**config.mk**
```make
export PLATFORM = sky130hd
export DESIGN_NAME = spi_cmd_sequencer
export DESIGN_NICKNAME = d
export VERILOG_FILES = /design/src/rtl/spi_cmd_sequencer.sv
export SDC_FILE = /design/constraint.sdc
export NUM_CORES = 1
export LEC_CHECK = 0
export BUFFER_PORTS_ARGS = -buffer_cell sky130_fd_sc_hd__buf_2
export CORE_ASPECT_RATIO = 0.75
export CORE_MARGIN = 1.5
export CORE_UTILIZATION = 52
export CTS_CLUSTER_DIAMETER = 150
export DETAILED_ROUTE_END_ITERATION = 10
export PLACE_DENSITY_LB_ADDON = 0.3
export RECOVER_POWER = 50
export SLEW_MARGIN = 0
export SYNTH_ARGS = -nofsm -noshare
export SYNTH_HDL_FRONTEND = slang
export SYNTH_SLANG_ARGS = --single-unit
```
**constraint.sdc**
```tcl
create_clock -name BOARD_CLOCK -period 3.3 [get_ports BOARD_CLOCK]
set_input_delay 0.66 -clock BOARD_CLOCK [delete_from_list [all_inputs] [get_ports BOARD_CLOCK]]
set_output_delay 0.66 -clock BOARD_CLOCK [all_outputs]
set_load 0.005 [all_outputs]
```
**src/rtl/spi_cmd_sequencer.sv**
```systemverilog
// rtl/spi_cmd_sequencer.sv - command FIFO and one-at-a-time transaction sequencer for the board SPI master
module spi_cmd_sequencer #(
  parameter int CMD_DEPTH      = 4,
  parameter int START_CYCLES   = 4,
  parameter int GAP_CYCLES     = 8,
  parameter int TIMEOUT_CYCLES = 4096
) (
  input  logic        BOARD_CLOCK,
  input  logic        RST,
  input  logic        CMD_VALID_I,
  output logic        CMD_READY_O,
  input  logic [1:0]  CMD_SEL_I,
  input  logic [31:0] CMD_DATA_I,
  output logic        RSP_VALID_O,
  input  logic        RSP_READY_I,
  output logic [31:0] RSP_DATA_O,
  output logic [1:0]  RSP_SEL_O,
  output logic        RSP_ERR_O,
  output logic        RSP_TIMEOUT_O,
  output logic [31:0] SPI_TX_O,
  output logic [1:0]  SPI_SEL_O,
  output logic        SPI_STAR_O,
  input  logic [31:0] SPI_RX_I,
  input  logic        SPI_DONE_I,
  output logic        BUSY_O
);

  localparam int AW = $clog2(CMD_DEPTH);
  localparam logic [AW:0] CNT_FULL   = (AW+1)'(CMD_DEPTH);
  localparam logic [3:0]  START_LAST = 4'(START_CYCLES - 1);
  localparam logic [15:0] TMO_LAST   = 16'(TIMEOUT_CYCLES - 1);
  localparam logic [7:0]  GAP_LAST   = (GAP_CYCLES == 0) ? 8'd0 : 8'(GAP_CYCLES - 1);

  typedef enum logic [2:0] {IDLE, START, WAIT, CAPTURE, GAP} state_t;

  state_t        state_q, state_d;
  logic [1:0]    rst_sync_q;
  logic          rst_int_n;
  logic [33:0]   mem [CMD_DEPTH];
  logic [AW-1:0] wr_ptr, rd_ptr;
  logic [AW:0]   count;
  logic          push, pop, arm_q, arm_d, done_q, done_evt;
  logic [1:0]    head_sel;
  logic [31:0]   head_data;
  logic [3:0]    start_cnt;
  logic [15:0]   tmo_cnt;
  logic [7:0]    gap_cnt;
  logic          tx_load, star_d, rsp_load, rsp_err_d, rsp_tmo_d;
  logic [31:0]   rsp_data_d;
  logic [1:0]    rsp_sel_d;

  // Reset asserts asynchronously but is released on a clock edge
  always_ff @(posedge BOARD_CLOCK or negedge RST) begin
    if (!RST) rst_sync_q <= 2'b00;
    else      rst_sync_q <= {rst_sync_q[0], 1'b1};
  end
  assign rst_int_n = rst_sync_q[1];

  assign CMD_READY_O = (count != CNT_FULL);
  assign push        = CMD_VALID_I & CMD_READY_O;
  assign head_sel    = mem[rd_ptr][33:32];
  assign head_data   = mem[rd_ptr][31:0];
  assign done_evt    = SPI_DONE_I & ~done_q;
  assign BUSY_O      = (state_q != IDLE) || (count != '0);

  always_ff @(posedge BOARD_CLOCK) begin
    if (push) mem[wr_ptr] <= {CMD_SEL_I, CMD_DATA_I};
  end

  always_ff @(posedge BOARD_CLOCK or negedge rst_int_n) begin
    if (!rst_int_n) begin
      wr_ptr <= '0;
      rd_ptr <= '0;
      count  <= '0;
      done_q <= 1'b0;
    end else begin
      done_q <= SPI_DONE_I;
      if (push) wr_ptr <= wr_ptr + 1'b1;
      if (pop)  rd_ptr <= rd_ptr + 1'b1;
      case ({push, pop})
        2'b10:   count <= count + 1'b1;
        2'b01:   count <= count - 1'b1;
        default: count <= count;
      endcase
    end
  end

  always_ff @(posedge BOARD_CLOCK or negedge rst_int_n) begin
    if (!rst_int_n) begin
      state_q <= IDLE;
      arm_q   <= 1'b0;
    end else begin
      state_q <= state_d;
      arm_q   <= arm_d;
    end
  end

  // IDLE spends one cycle arming on a non-empty FIFO, then pops and launches
  always_comb begin
    state_d    = state_q;
    arm_d      = 1'b0;
    pop        = 1'b0;
    tx_load    = 1'b0;
    star_d     = SPI_STAR_O;
    rsp_load   = 1'b0;
    rsp_data_d = '0;
    rsp_sel_d  = SPI_SEL_O;
    rsp_err_d  = 1'b0;
    rsp_tmo_d  = 1'b0;
    case (state_q)
      IDLE: begin
        if (arm_q) begin
          pop = 1'b1;
          if (head_sel == 2'd3) begin
            rsp_load  = 1'b1;
            rsp_sel_d = head_sel;
            rsp_err_d = 1'b1;
            state_d   = GAP;
          end else begin
            tx_load = 1'b1;
            star_d  = 1'b1;
            state_d = START;
          end
        end else begin
          arm_d = (count != '0) && !RSP_VALID_O;
        end
      end
      START: begin
        if (done_evt) begin
          star_d  = 1'b0;
          state_d = CAPTURE;
        end else if (start_cnt == START_LAST) begin
          star_d  = 1'b0;
          state_d = WAIT;
        end
      end
      WAIT: begin
        if (done_evt) begin
          state_d = CAPTURE;
        end else if (tmo_cnt == TMO_LAST) begin
          rsp_load   = 1'b1;
          rsp_data_d = 32'hFFFF_FFFF;
          rsp_tmo_d  = 1'b1;
          state_d    = GAP;
        end
      end
      CAPTURE: begin
        rsp_load   = 1'b1;
        rsp_data_d = SPI_RX_I;
        state_d    = GAP;
      end
      GAP: begin
        if (gap_cnt == GAP_LAST) state_d = IDLE;
      end
      default: state_d = IDLE;
    endcase
  end

  always_ff @(posedge BOARD_CLOCK or negedge rst_int_n) begin
    if (!rst_int_n) begin
      SPI_TX_O      <= '0;
      SPI_SEL_O     <= '0;
      SPI_STAR_O    <= 1'b0;
      start_cnt     <= '0;
      tmo_cnt       <= '0;
      gap_cnt       <= '0;
      RSP_VALID_O   <= 1'b0;
      RSP_DATA_O    <= '0;
      RSP_SEL_O     <= '0;
      RSP_ERR_O     <= 1'b0;
      RSP_TIMEOUT_O <= 1'b0;
    end else begin
      SPI_STAR_O <= star_d;
      if (tx_load) begin
        SPI_TX_O  <= head_data;
        SPI_SEL_O <= head_sel;
        start_cnt <= '0;
        tmo_cnt   <= '0;
      end else begin
        if (state_q == START) start_cnt <= start_cnt + 1'b1;
        if (state_q == START || state_q == WAIT) tmo_cnt <= tmo_cnt + 1'b1;
      end
      gap_cnt <= (state_q == GAP) ? gap_cnt + 1'b1 : 8'd0;
      if (rsp_load) begin
        RSP_VALID_O   <= 1'b1;
        RSP_DATA_O    <= rsp_data_d;
        RSP_SEL_O     <= rsp_sel_d;
        RSP_ERR_O     <= rsp_err_d;
        RSP_TIMEOUT_O <= rsp_tmo_d;
      end else if (RSP_VALID_O && RSP_READY_I) begin
        RSP_VALID_O <= 1'b0;
      end
    end
  end

endmodule

```
==> reports/summary.json, run 1 <==
{
  "run_status": "complete, but fails checks",
  "failed_checks": "DRC, capacitance limit, slew limit",
  "critical_path.endpoint_type": "flop",
  "worst_ir_drop_vdd_v": 0.000583,
  "gpl.final_weighted_congestion": 0.787,
  "grt_max_degree": 60,
  "seqPwrFrac_pct": 42.7,
  "netlist-cell-type-count": 57,
  "holdCritPathClass": "in -> reg",
  "syn_area_per_cell_um2": 15.4,
  "post_synth_inst_count": 678,
  "ios": 145,
  "number_of_antenna_violations_at_the_first_check_in_global_routing": 0,
  "multiInputGateArea_mm2": 0.00327,
  "synth_area_mm2": 0.0105,
  "finalNonFillerCells": 1095,
  "routed_wire_length_per_instance_um": 19.2,
  "cts-buffers-inserted": 25,
  "cts-hold-fix-buffers": 1,
  "cp.required_ns": 3.72,
  "vias": 6219,
  "design_area_mm2": 0.0122,
  "seq_area_mm2": 0.00694,
  "finalClockSkew_ns": 0.00888,
  "fin_tns_setup_ns": 0,
  "placed_cells": 1047,
  "post-route-drc-count": 4,
  "critPathKind": "reg -> reg",
  "grt_first_pass_wirelength_um": 34800,
  "detail_route.iter0.violations": 492,
  "synth_edf_count": 136,
  "clock_tree_from_tritoncts": "built",
  "highest-signal-layer": "met4",
  "fp.dieH_um": 126,
  "synth_ff_type": "edfxtp_1",
  "design.final.nets": 902,
  "wl_met2_um": 10700,
  "grt_remaining_overflow": 0,
  "clock_sinks": 250,
  "die-area_mm2": 0.0210,
  "synth-async-reset-ratio_pct": 45.6,
  "cts_resized": 0,
  "pnr_total_power_mw": 11.2,
  "fin_hold_ws_ns": 0.265,
  "net-switching-power_mw": 3.48,
  "dpl_cell_area_mm2": 0.0114,
  "wl_met1_um": 9080,
  "final.setup.worst_slack_ns": 0.523,
  "totalWireLength_um": 21100,
  "synth-warning-count": 0,
  "drtPass1Iterations": 8,
  "max_clock_freq_ghz": 0.360,
  "cts-htree-levels": 1,
  "detailedPlace.worstSlack_ns": 0.635,
  "maxCapViolations": 1,
  "finalSetupViolCount": 0,
  "clock_latency_ns": 0.52,
  "numPortBuffers": 144,
  "floorplan.initialDensity_pct": 53.5,
  "die_w_um": 167,
  "antenna_violating_nets_post_route": 0,
  "number_of_buffers_on_the_longest_clock_path": 3,
  "clkPwrFrac_pct": 25.8,
  "data_arrival_time_of_the_critical_path_ns": 3.20,
  "fin_util_pct": 62.2,
  "flop_and_latch_count_out_of_synthesis": 250,
  "synth_nets": 758,
  "portion_of_total_power_attributed_to_combinational_logic_pct": 31.6,
  "post-cts-setup-buffers": 0,
  "cts-root-buf": "clkbuf_16",
  "floorplan.rows": 44,
  "dr_wl_met3_um": 859,
  "period_share_pct": 84.1,
  "final_cell_mix": "edfxtp_1 (136), dfrtp_1 (111), buf_2 (103), nand2_1 (84), clkbuf_1 (47)",
  "syn2layout_area_growth_pct": 16.3,
  "fillerInstances": 1467,
  "worst_slew_margin_rel_pct": -4.54,
  "power_report.internal_total_mw": 7.74,
  "synth-seq-area-share_pct": 66.4,
  "critPathLaunchType": "flop",
  "p_per_area_mw_per_mm2": 923,
  "layout-drive-gt1-share_pct": 31.2,
  "core_mm2": 0.0195,
  "slew_viol_final": 30,
  "grt_total_usage_pct": 20.9,
  "netSwitchingFraction_pct": 31.0,
  "first_global_vias": 6699,
  "final_hold_viol_count": 0,
  "cts.clk_slew.worst_paths_ns": 0.06,
  "min_period_ns": 2.78,
  "p_leak_nw": 4.71,
  "vias_per_cell": 5.68,
  "place_hpwl_um": 13300,
  "timing_worst_slew_pin_value_ns": 1.57,
  "grt_setup_unrepaired": "no",
  "layout_commonest_cell": "edfxtp_1",
  "critical_path.max_fanout": 22
}
==> final cells by class <==
type                            count  share of cell area [%]
Multi-Input combinational cell    379                    26.9
Clock buffer                       30                    5.38
Antenna cell                        1                  0.0206
Timing Repair Buffer              155                    6.14
Inverter                           11                   0.340
Tap cell                          253                    2.60
Sequential cell                   250                    57.1
Clock inverter                     16                    1.52
==> per-layer routing <==
metal / up-vias / track usage, %
met1: 3219 / 27.5
met2: 137 / 36.4
met4: 0 / 5.08
met3: 35 / 3.83
met5: - / 0
li1: 2828 / -
==> sequential cells by signal (all words and copies together) (netlist names), 3 cells and up <==
name	flops
mem	136
RSP_DATA_O	32
SPI_TX_O	32
tmo_cnt	16
gap_cnt	8
start_cnt	4
count	3
state_q	3
==> power groups by stage <==
stage	sequential, mW	combinational (mW)	clock, mW
2_1_floorplan	4.75	2.49	0
3_3_place_gp	4.77	3.47	0
3_5_place_dp	4.84	3.61	0
4_1_cts	4.79	3.63	2.94
5_1_grt	4.90	3.94	3.06
6_report	4.79	3.54	2.89
==> cell usage after synthesis, types with 7 or more instances <==
master | n | share of area [%]
a21oi_1 | 11 | 0.53
edfxtp_1 | 136 | 39
dfrtp_1 | 114 | 27
and3_1 | 8 | 0.48
inv_1 | 11 | 0.40
mux4_2 | 34 | 7.3
nor3_1 | 7 | 0.34
clkbuf_1 | 18 | 0.65
xor2_1 | 15 | 1.3
buf_2 | 9 | 0.43
nand2_1 | 84 | 3.0
nand3_1 | 12 | 0.57
nand2b_1 | 39 | 2.3
mux2_2 | 30 | 3.2
xnor2_1 | 10 | 0.84
nor2_1 | 25 | 0.90
o2111ai_2 | 29 | 4.2
ha_1 | 8 | 0.96
==> logic make-up (layout without fill, tap and decap cells) <==
kind of cell / after synthesis / in the layout / share of synthesized area, %
multiplexers: 69 / 69 / 11.1
buffers and inverters: 49 / 212 / 2.44
other: 1 / 2 / 0.0359
AND/OR/NAND/NOR: 206 / 206 / 9.96
AO/OA/AOI/OAI: 69 / 69 / 6.86
flip-flops: 250 / 250 / 66.4
XOR/XNOR: 25 / 25 / 2.10
adder cells (fa/ha/maj): 9 / 9 / 1.15
==> critical path, cell delays in order (launching register included) <==
cell and delay (ns):
dfrtp_1 0.42, nand4_2 0.19, or4_1 0.73, or4_1 0.81, buf_4 0.39, o2111ai_1 0.14
==> final timing paths <==
path | from | end | slack, ns | cells after the start
worst max register to register | tmo_cnt[3]$_DFFE_PN0P_ | RSP_DATA_O[25]$_DFFE_PN0P_ | 0.52 | 5
worst min-delay path | SPI_DONE_I | done_q$_DFF_PN0_ | 0.26 | 1
worst max-delay path | tmo_cnt[3]$_DFFE_PN0P_ | RSP_DATA_O[25]$_DFFE_PN0P_ | 0.52 | 5
worst min register to register | rst_sync_q[0]$_DFF_PN0_ | rst_sync_q[1]$_DFF_PN0_ | 0.35 | 0
max in group asynchronous | rst_sync_q[1]$_DFF_PN0_ | gap_cnt[5]$_DFF_PN0_ | 0.91 | 1
min in group asynchronous | rst_sync_q[1]$_DFF_PN0_ | SPI_TX_O[29]$_DFFE_PN0N_ | 0.43 | 0
No activity file was read; power rests on OpenSTA's default activity.
==> inputs of run 2 (changes only) <==
CORE_UTILIZATION = 55   (was 52)
clock period = 2.8 ns   (was 3.3 ns; I/O delays follow)
==> reports/summary.json, run 2 (same netlist as run 1, synthesis figures left out) <==
{
  "run_status": "complete, no violations",
  "numPortBuffers": {"value": 144, "change": "unchanged"},
  "totalWireLength": {"value": 21500, "unit": "um", "change": "+1.9%"},
  "antenna_violating_nets_post_route": {"value": 0, "change": "unchanged"},
  "cts-root-buf": "clkbuf_16",
  "largestRegisters": "mem x136, RSP_DATA_O x32, SPI_TX_O x32",
  "diodes": {"value": 0, "change": "-1"},
  "p_per_area": {"value": 1110, "unit": "mW/mm2", "change": "+20%"},
  "critPathLaunchType": "flop",
  "slew_viol_final": {"value": 0, "change": "-100%"},
  "worst_ir_drop_vdd": {"value": 0.000894, "unit": "V", "change": "+53%"},
  "max_clock_freq": {"value": 0.430, "unit": "GHz", "change": "+19%"},
  "largest_register_ffs": {"value": 136, "change": "unchanged"},
  "floorplan.initialDensity": {"value": 56.3, "unit": "%", "change": "+2.8 points"},
  "layout-drive-gt1-share": {"value": 32.2, "unit": "%", "change": "+1.0 points"},
  "finalNonFillerCells": {"value": 1098, "change": "+0.27%"},
  "min_period": {"value": 2.33, "unit": "ns", "change": "-0.450 ns"},
  "cts_resized": {"value": 0, "change": "unchanged"},
  "design.final.nets": {"value": 912, "change": "+1.1%"},
  "clock_sinks": {"value": 250, "change": "unchanged"},
  "post-route-drc-count": {"value": 0, "change": "-4"},
  "critPathKind": "reg -> reg",
  "clock_tree_from_tritoncts": "built",
  "grt_total_usage": {"value": 22.4, "unit": "%", "change": "+1.5 points"},
  "post-cts-setup-buffers": {"value": 0, "change": "unchanged"},
  "cpLargestDelayFamily": "simple AND/OR/NAND/NOR gates",
  "floorplan.rows": {"value": 43, "change": "-2.3%"},
  "finalSetupViolCount": {"value": 0, "change": "unchanged"},
  "cts.clk_slew.worst_paths": {"value": 0.06, "unit": "ns", "change": "about the same"},
  "number_of_antenna_violations_at_the_first_check_in_global_routing": {"value": 0, "change": "unchanged"},
  "gpl.final_weighted_congestion": {"value": 0.829, "change": "+5.2%"},
  "holdCritPathClass": "in -> reg",
  "place_hpwl": {"value": 13600, "unit": "um", "change": "+1.8%"},
  "data_arrival_time_of_the_critical_path": {"value": 2.72, "unit": "ns", "change": "-0.48 ns"},
  "period_share": {"value": 83.1, "unit": "%", "change": "-1.0 points"},
  "first_global_vias": {"value": 6556, "change": "-2.1%"},
  "placed_cells": {"value": 1051, "change": "+0.38%"},
  "grt_setup_unrepaired": "no",
  "layout_commonest_cell": "edfxtp_1",
  "worst_path_max_delay_cell": "or4_1",
  "final_hold_viol_count": {"value": 0, "change": "unchanged"},
  "cts-htree-levels": {"value": 1, "change": "unchanged"},
  "timing_worst_slew_pin_value": {"value": 1.31, "unit": "ns", "change": "-0.262 ns"},
  "routed_wire_length_per_instance": {"value": 19.5, "unit": "um", "change": "+1.6%"},
  "maxCapViolations": {"value": 0, "change": "-1"},
  "detailedPlace.worstSlack": {"value": 0.487, "unit": "ns", "change": "-0.147 ns"},
  "drtPass1Iterations": {"value": 5, "change": "-3"},
  "fin_hold_ws": {"value": 0.181, "unit": "ns", "change": "-0.0841 ns"},
  "fin_tns_setup": {"value": 0, "unit": "ns", "change": "unchanged"},
  "grt_remaining_overflow": {"value": 0, "change": "unchanged"},
  "vias_per_cell": {"value": 5.69, "change": "+0.26%"},
  "final_cell_mix": "edfxtp_1 (136), dfrtp_1 (112), buf_2 (101), nand2_1 (84), clkbuf_1 (45)",
  "die_w": {"value": 162, "unit": "um", "change": "-2.7%"},
  "critical_path.endpoint_type": "flop",
  "final.setup.worst_slack": {"value": 0.473, "unit": "ns", "change": "-0.0500 ns"},
  "syn2layout_area_growth_pct": 17.9,
  "regMostFlops": "mem",
  "cts-buffers-inserted": {"value": 25, "change": "unchanged"},
  "worst_slew_margin_rel": {"value": 13.0, "unit": "%", "change": "+17 points"},
  "number_of_buffers_on_the_longest_clock_path": {"value": 3, "change": "unchanged"},
  "delay_contributed_by_the_slowest_stage_of_the_critical_path": {"value": 0.53, "unit": "ns", "change": "-0.28 ns"},
  "cp.required": {"value": 3.20, "unit": "ns", "change": "-0.52 ns"},
  "vias": {"value": 6252, "change": "+0.53%"},
  "chain_of_cells_forming_the_critical_path": "ha_1 > nor4b_1 > nand3b_1 > or4_1 > buf_4 > a31o_1",
  "critical_path.max_fanout": {"value": 22, "change": "unchanged"},
  "fp.dieH": {"value": 122, "unit": "um", "change": "-2.7%"},
  "crit_buf_inv": {"value": 1, "change": "unchanged"},
  "ios": {"value": 145, "change": "unchanged"},
  "detail_route.iter0.violations": {"value": 446, "change": "-9.3%"},
  "core": {"value": 0.0186, "unit": "mm2", "change": "-5.0%"},
  "grt_max_degree": {"value": 54, "change": "-10%"},
  "finalClockSkew": {"value": 0.0169, "unit": "ns", "change": "+0.00797 ns"},
  "p_leak": {"value": 4.78, "unit": "nW", "change": "+1.6%"},
  "die-area": {"value": 0.0198, "unit": "mm2", "change": "-5.3%"},
  "clock_latency": {"value": 0.51, "unit": "ns", "change": "about the same"},
  "grt_first_pass_wirelength": {"value": 34500, "unit": "um", "change": "-0.77%"}
}
## run 2: cell type report
| type | instances | area, um2 |
|---|---|---|
| clock buffers | 27 | 643 |
| clock inverters | 19 | 282 |
| multi-input cells | 379 | 3270 |
| inverters | 11 | 41.3 |
| repair buffers | 165 | 833 |
| well taps | 247 | 309 |
| fillers | 1306 | 6240 |
| flip-flops and latches | 250 | 6940 |
## run 2: per-layer routing
layer / vias to the layer above / routed length, um / track usage [%]
met3: 27 / 958 / 3.89
met4: 0 / 282 / 4.64
met1: 3233 / 9150 / 30.4
met2: 153 / 11100 / 38.6
li1: 2839 / - / -
met5: - / 0 / 0
## run 2: stage by stage
step                area, um2  utilization, %  power [mW]
floorplan               10500               -        8.53
global placement        11500            61.7        9.78
detailed placement      11500            61.7        10.0
CTS                     12400            66.8        13.8
global route            12300            66.4        14.4
finish                  12300            66.4        13.6
## run 2: final timing paths
check | to | cells after the start | slack [ns] | start
worst max-delay path | RSP_ERR_O$_DFFE_PN0P_ | 6 | 0.47 | tmo_cnt[0]$_DFFE_PN0P_
worst min-delay path | done_q$_DFF_PN0_ | 1 | 0.18 | SPI_DONE_I
worst max register to register | RSP_ERR_O$_DFFE_PN0P_ | 6 | 0.47 | tmo_cnt[0]$_DFFE_PN0P_
worst min register to register | rst_sync_q[1]$_DFF_PN0_ | 0 | 0.35 | rst_sync_q[0]$_DFF_PN0_
max in group asynchronous | SPI_TX_O[7]$_DFFE_PN0N_ | 1 | 0.68 | rst_sync_q[1]$_DFF_PN0_
min in group asynchronous | rst_sync_q[0]$_DFF_PN0_ | 2 | 0.36 | RST
## run 2: repair_timing
item	4_1_cts	5_1_grt
endpoints found under the setup margin	0	0
hold buffers	1	0
endpoints found under the hold margin	2	0
## run 2: power breakdown
group | switching (mW) | internal [mW]
Clock | 1.37 | 2.31
Combinational | 2.21 | 2.11
Sequential | 0.605 | 5.03
==> inputs of run 3 (changes only) <==
clock period = 2.22 ns   (was 2.8 ns; I/O delays follow)
==> reports/summary.json, run 3 (same netlist as run 1, synthesis figures left out) <==
{
  "final_cell_mix": "edfxtp_1 (136), dfrtp_1 (112), buf_2 (105), nand2_1 (84), clkbuf_1 (49)",
  "hold-path-endpoint": "done_q$_DFF_PN0_",
  "holdCritStartpoint": "SPI_DONE_I",
  "portion_of_total_power_attributed_to_combinational_logic": {"value": 33.3, "unit": "%", "change": "+1.6 points"},
  "busiest_layer": "met2",
  "timing.critical_path.from": "tmo_cnt[2]$_DFFE_PN0P_",
  "layout-drive-gt1-share": {"value": 32.4, "unit": "%", "change": "+0.16 points"},
  "die-area": {"value": 0.0198, "unit": "mm2", "change": "unchanged"},
  "netSwitchingFraction": {"value": 30.7, "unit": "%", "change": "+0.031 points"},
  "detail_route.iter0.violations": {"value": 421, "change": "-5.6%"},
  "post-route-drc-count": {"value": 0, "change": "unchanged"},
  "critPathLaunchType": "flop",
  "vias_per_cell": {"value": 5.66, "change": "-0.58%"},
  "fp.dieH": {"value": 122, "unit": "um", "change": "unchanged"},
  "min_period": {"value": 2.08, "unit": "ns", "change": "-0.242 ns"},
  "largest_register_ffs": {"value": 136, "change": "unchanged"},
  "crit_buf_inv": {"value": 1, "change": "unchanged"},
  "min_delay_path_depth": {"value": 1, "change": "unchanged"},
  "cts-root-buf": "clkbuf_16",
  "antenna_violating_nets_post_route": {"value": 0, "change": "unchanged"},
  "gpl.final_weighted_congestion": {"value": 0.802, "change": "-3.2%"},
  "max_clock_freq": {"value": 0.480, "unit": "GHz", "change": "+12%"},
  "grt_first_pass_wirelength": {"value": 34000, "unit": "um", "change": "-1.6%"},
  "grt_max_degree": {"value": 88, "change": "+63%"},
  "clock_latency": {"value": 0.51, "unit": "ns", "change": "about the same"},
  "place_hpwl": {"value": 13400, "unit": "um", "change": "-0.85%"},
  "die_w": {"value": 162, "unit": "um", "change": "unchanged"},
  "post-cts-setup-buffers": {"value": 0, "change": "unchanged"},
  "layout_commonest_cell": "edfxtp_1",
  "clock_sinks": {"value": 250, "change": "unchanged"},
  "grt_remaining_overflow": {"value": 0, "change": "unchanged"},
  "drtPass1Iterations": {"value": 5, "change": "unchanged"},
  "net-switching-power": {"value": 5.14, "unit": "mW", "change": "+23%"},
  "first_global_vias": {"value": 6578, "change": "+0.34%"},
  "final_hold_viol_count": {"value": 0, "change": "unchanged"},
  "period_share": {"value": 93.9, "unit": "%", "change": "+11 points"},
  "cp.required": {"value": 2.64, "unit": "ns", "change": "-0.56 ns"},
  "holdCritPathClass": "in -> reg",
  "finalClockSkew": {"value": 0.0142, "unit": "ns", "change": "-0.00262 ns"},
  "chain_of_cells_forming_the_critical_path": "nand4_2 > or4_4 > or4_1 > buf_12 > o2111ai_2",
  "floorplan.initialDensity": {"value": 56.3, "unit": "%", "change": "unchanged"},
  "crit-reg2reg-launch": "tmo_cnt[2]$_DFFE_PN0P_",
  "syn2layout_area_growth": {"value": 18.0, "unit": "%", "change": "about the same"},
  "fin_tns_setup": {"value": 0, "unit": "ns", "change": "unchanged"},
  "routed_wire_length_per_instance": {"value": 19.1, "unit": "um", "change": "-2.0%"},
  "cpLargestDelayFamily": "simple AND/OR/NAND/NOR gates",
  "dpl_cell_area": {"value": 0.0116, "unit": "mm2", "change": "+0.92%"},
  "gr-usage-met2": {"value": 36.3, "unit": "%", "change": "-2.3 points"},
  "design_area": {"value": 0.0123, "unit": "mm2", "change": "about the same"},
  "floorplan.rows": {"value": 43, "change": "unchanged"},
  "worst_slew_margin_rel": {"value": 15.1, "unit": "%", "change": "+2.2 points"},
  "numPortBuffers": {"value": 144, "change": "unchanged"},
  "seqPwrFrac": {"value": 42.3, "unit": "%", "change": "+1.0 points"},
  "timing_worst_slew_pin_value": {"value": 1.27, "unit": "ns", "change": "-0.0323 ns"},
  "slew_viol_final": {"value": 0, "change": "unchanged"},
  "core": {"value": 0.0186, "unit": "mm2", "change": "unchanged"},
  "worst_ir_drop_vdd": {"value": 0.000719, "unit": "V", "change": "-20%"},
  "ios": {"value": 145, "change": "unchanged"},
  "met3_usage": {"value": 4.09, "unit": "%", "change": "+0.20 points"},
  "p_per_area": {"value": 1350, "unit": "mW/mm2", "change": "+22%"},
  "critPathKind": "reg -> reg",
  "design.final.nets": {"value": 915, "change": "+0.33%"},
  "critical_path.endpoint_type": "flop",
  "power_report.internal_total": {"value": 11.6, "unit": "mW", "change": "+23%"},
  "data_arrival_time_of_the_critical_path": {"value": 2.50, "unit": "ns", "change": "-0.22 ns"},
  "critical_path.max_fanout": {"value": 33, "change": "+50%"},
  "run_status": "complete, no violations",
  "worst_r2r_path_depth": {"value": 5, "change": "-1"},
  "grt_total_usage": {"value": 22.0, "unit": "%", "change": "-0.40 points"},
  "vias": {"value": 6233, "change": "-0.30%"},
  "grt_setup_unrepaired": "no",
  "cts.clk_slew.worst_paths": {"value": 0.07, "unit": "ns", "change": "about the same"},
  "worst_path_max_delay_cell": "or4_4",
  "number_of_buffers_on_the_longest_clock_path": {"value": 3, "change": "unchanged"},
  "totalWireLength": {"value": 21100, "unit": "um", "change": "-1.8%"},
  "regToRegEndpoint": "RSP_DATA_O[4]$_DFFE_PN0P_",
  "worst_r2r_setup_slack": {"value": 0.14, "unit": "ns", "change": "-0.34 ns"},
  "cts-htree-levels": {"value": 1, "change": "unchanged"},
  "clkPwrFrac": {"value": 24.5, "unit": "%", "change": "-2.5 points"},
  "finalSetupViolCount": {"value": 0, "change": "unchanged"},
  "use_met1": {"value": 30.1, "unit": "%", "change": "-0.31 points"},
  "cts-buffers-inserted": {"value": 24, "change": "-4.0%"},
  "p_leak": {"value": 4.80, "unit": "nW", "change": "+0.26%"},
  "clock_tree_from_tritoncts": "built",
  "maxCapViolations": {"value": 0, "change": "unchanged"},
  "delay_contributed_by_the_slowest_stage_of_the_critical_path": {"value": 0.56, "unit": "ns", "change": "+0.03 ns"},
  "largestRegisters": "mem x136, RSP_DATA_O x32, SPI_TX_O x32",
  "number_of_antenna_violations_at_the_first_check_in_global_routing": {"value": 1, "change": "+1"},
  "regMostFlops": "mem"
}
## run 3: through the flow
| step | std cells | total power [mW] | setup WS (ns) | hold WS, ns | utilization, % |
|---|---|---|---|---|---|
| final | 1101 | 16.7 | 0.136 | 0.0448 | 66.4 |
| after floorplan | 678 | 10.8 | 0.128 | 0.148 | - |
| after global placement | 1055 | 12.4 | 0.168 | 0.231 | 62.3 |
| after global routing | 1100 | 17.7 | 0.0137 | 0.0272 | 66.4 |
| after CTS | 1100 | 16.9 | 0.0514 | 0.0240 | 66.7 |
| after detailed placement | 1055 | 12.8 | 0.0707 | 0.232 | 62.3 |
## run 3: routing by layer
metal	wire length, um	vias up
li1	-	2833
met1	9000	3183
met2	10500	174
met3	1100	41
met4	467	2
met5	14	-
## run 3: what timing repair did
action | in CTS | in global routing
endpoints found under the setup margin | 0 | 28
gates resized for setup | 0 | 4
hold buffers | 1 | 0
hold endpoints to repair | 2 | 0
## run 3: worst register-to-register path, cell delays in order (launching register included)
cell and delay [ns]:
dfrtp_1 0.43, nand4_2 0.17, or4_4 0.56, or4_1 0.48, buf_12 0.23, o2111ai_2 0.13
## run 3: power groups by stage
stage | logic, mW | clock network (mW) | registers (mW)
floorplan | 3.70 | 0 | 7.05
global placement | 5.41 | 0 | 7.03
detailed placement | 5.63 | 0 | 7.13
CTS | 5.67 | 4.17 | 7.06
global route | 6.13 | 4.36 | 7.21
finish | 5.56 | 4.09 | 7.06
## run 3: worst max path at each step
stage                                      end  slack [ns]  cells past startpoint
floorplan             SPI_TX_O[10]$_DFFE_PN0N_        0.13                      5
global placement          count[2]$_DFFE_PN0P_        0.17                      9
detailed placement   RSP_DATA_O[4]$_DFFE_PN0P_        0.07                      6
CTS                 RSP_DATA_O[25]$_DFFE_PN0P_        0.05                      6
global route              count[2]$_DFFE_PN0P_        0.01                     10
finish               RSP_DATA_O[4]$_DFFE_PN0P_        0.14                      5
## run 3: area by class of cell
| class | instances | area, um2 |
|---|---|---|
| fill | 1319 | 6230 |
| sequential | 250 | 6940 |
| clock buffer | 38 | 724 |
| tap | 247 | 309 |
| antenna | 1 | 2.50 |
| multi-input combinational | 379 | 3280 |
| clock inverter | 6 | 76.3 |
| inverter | 11 | 41.3 |
| timing repair buffer | 169 | 958 |
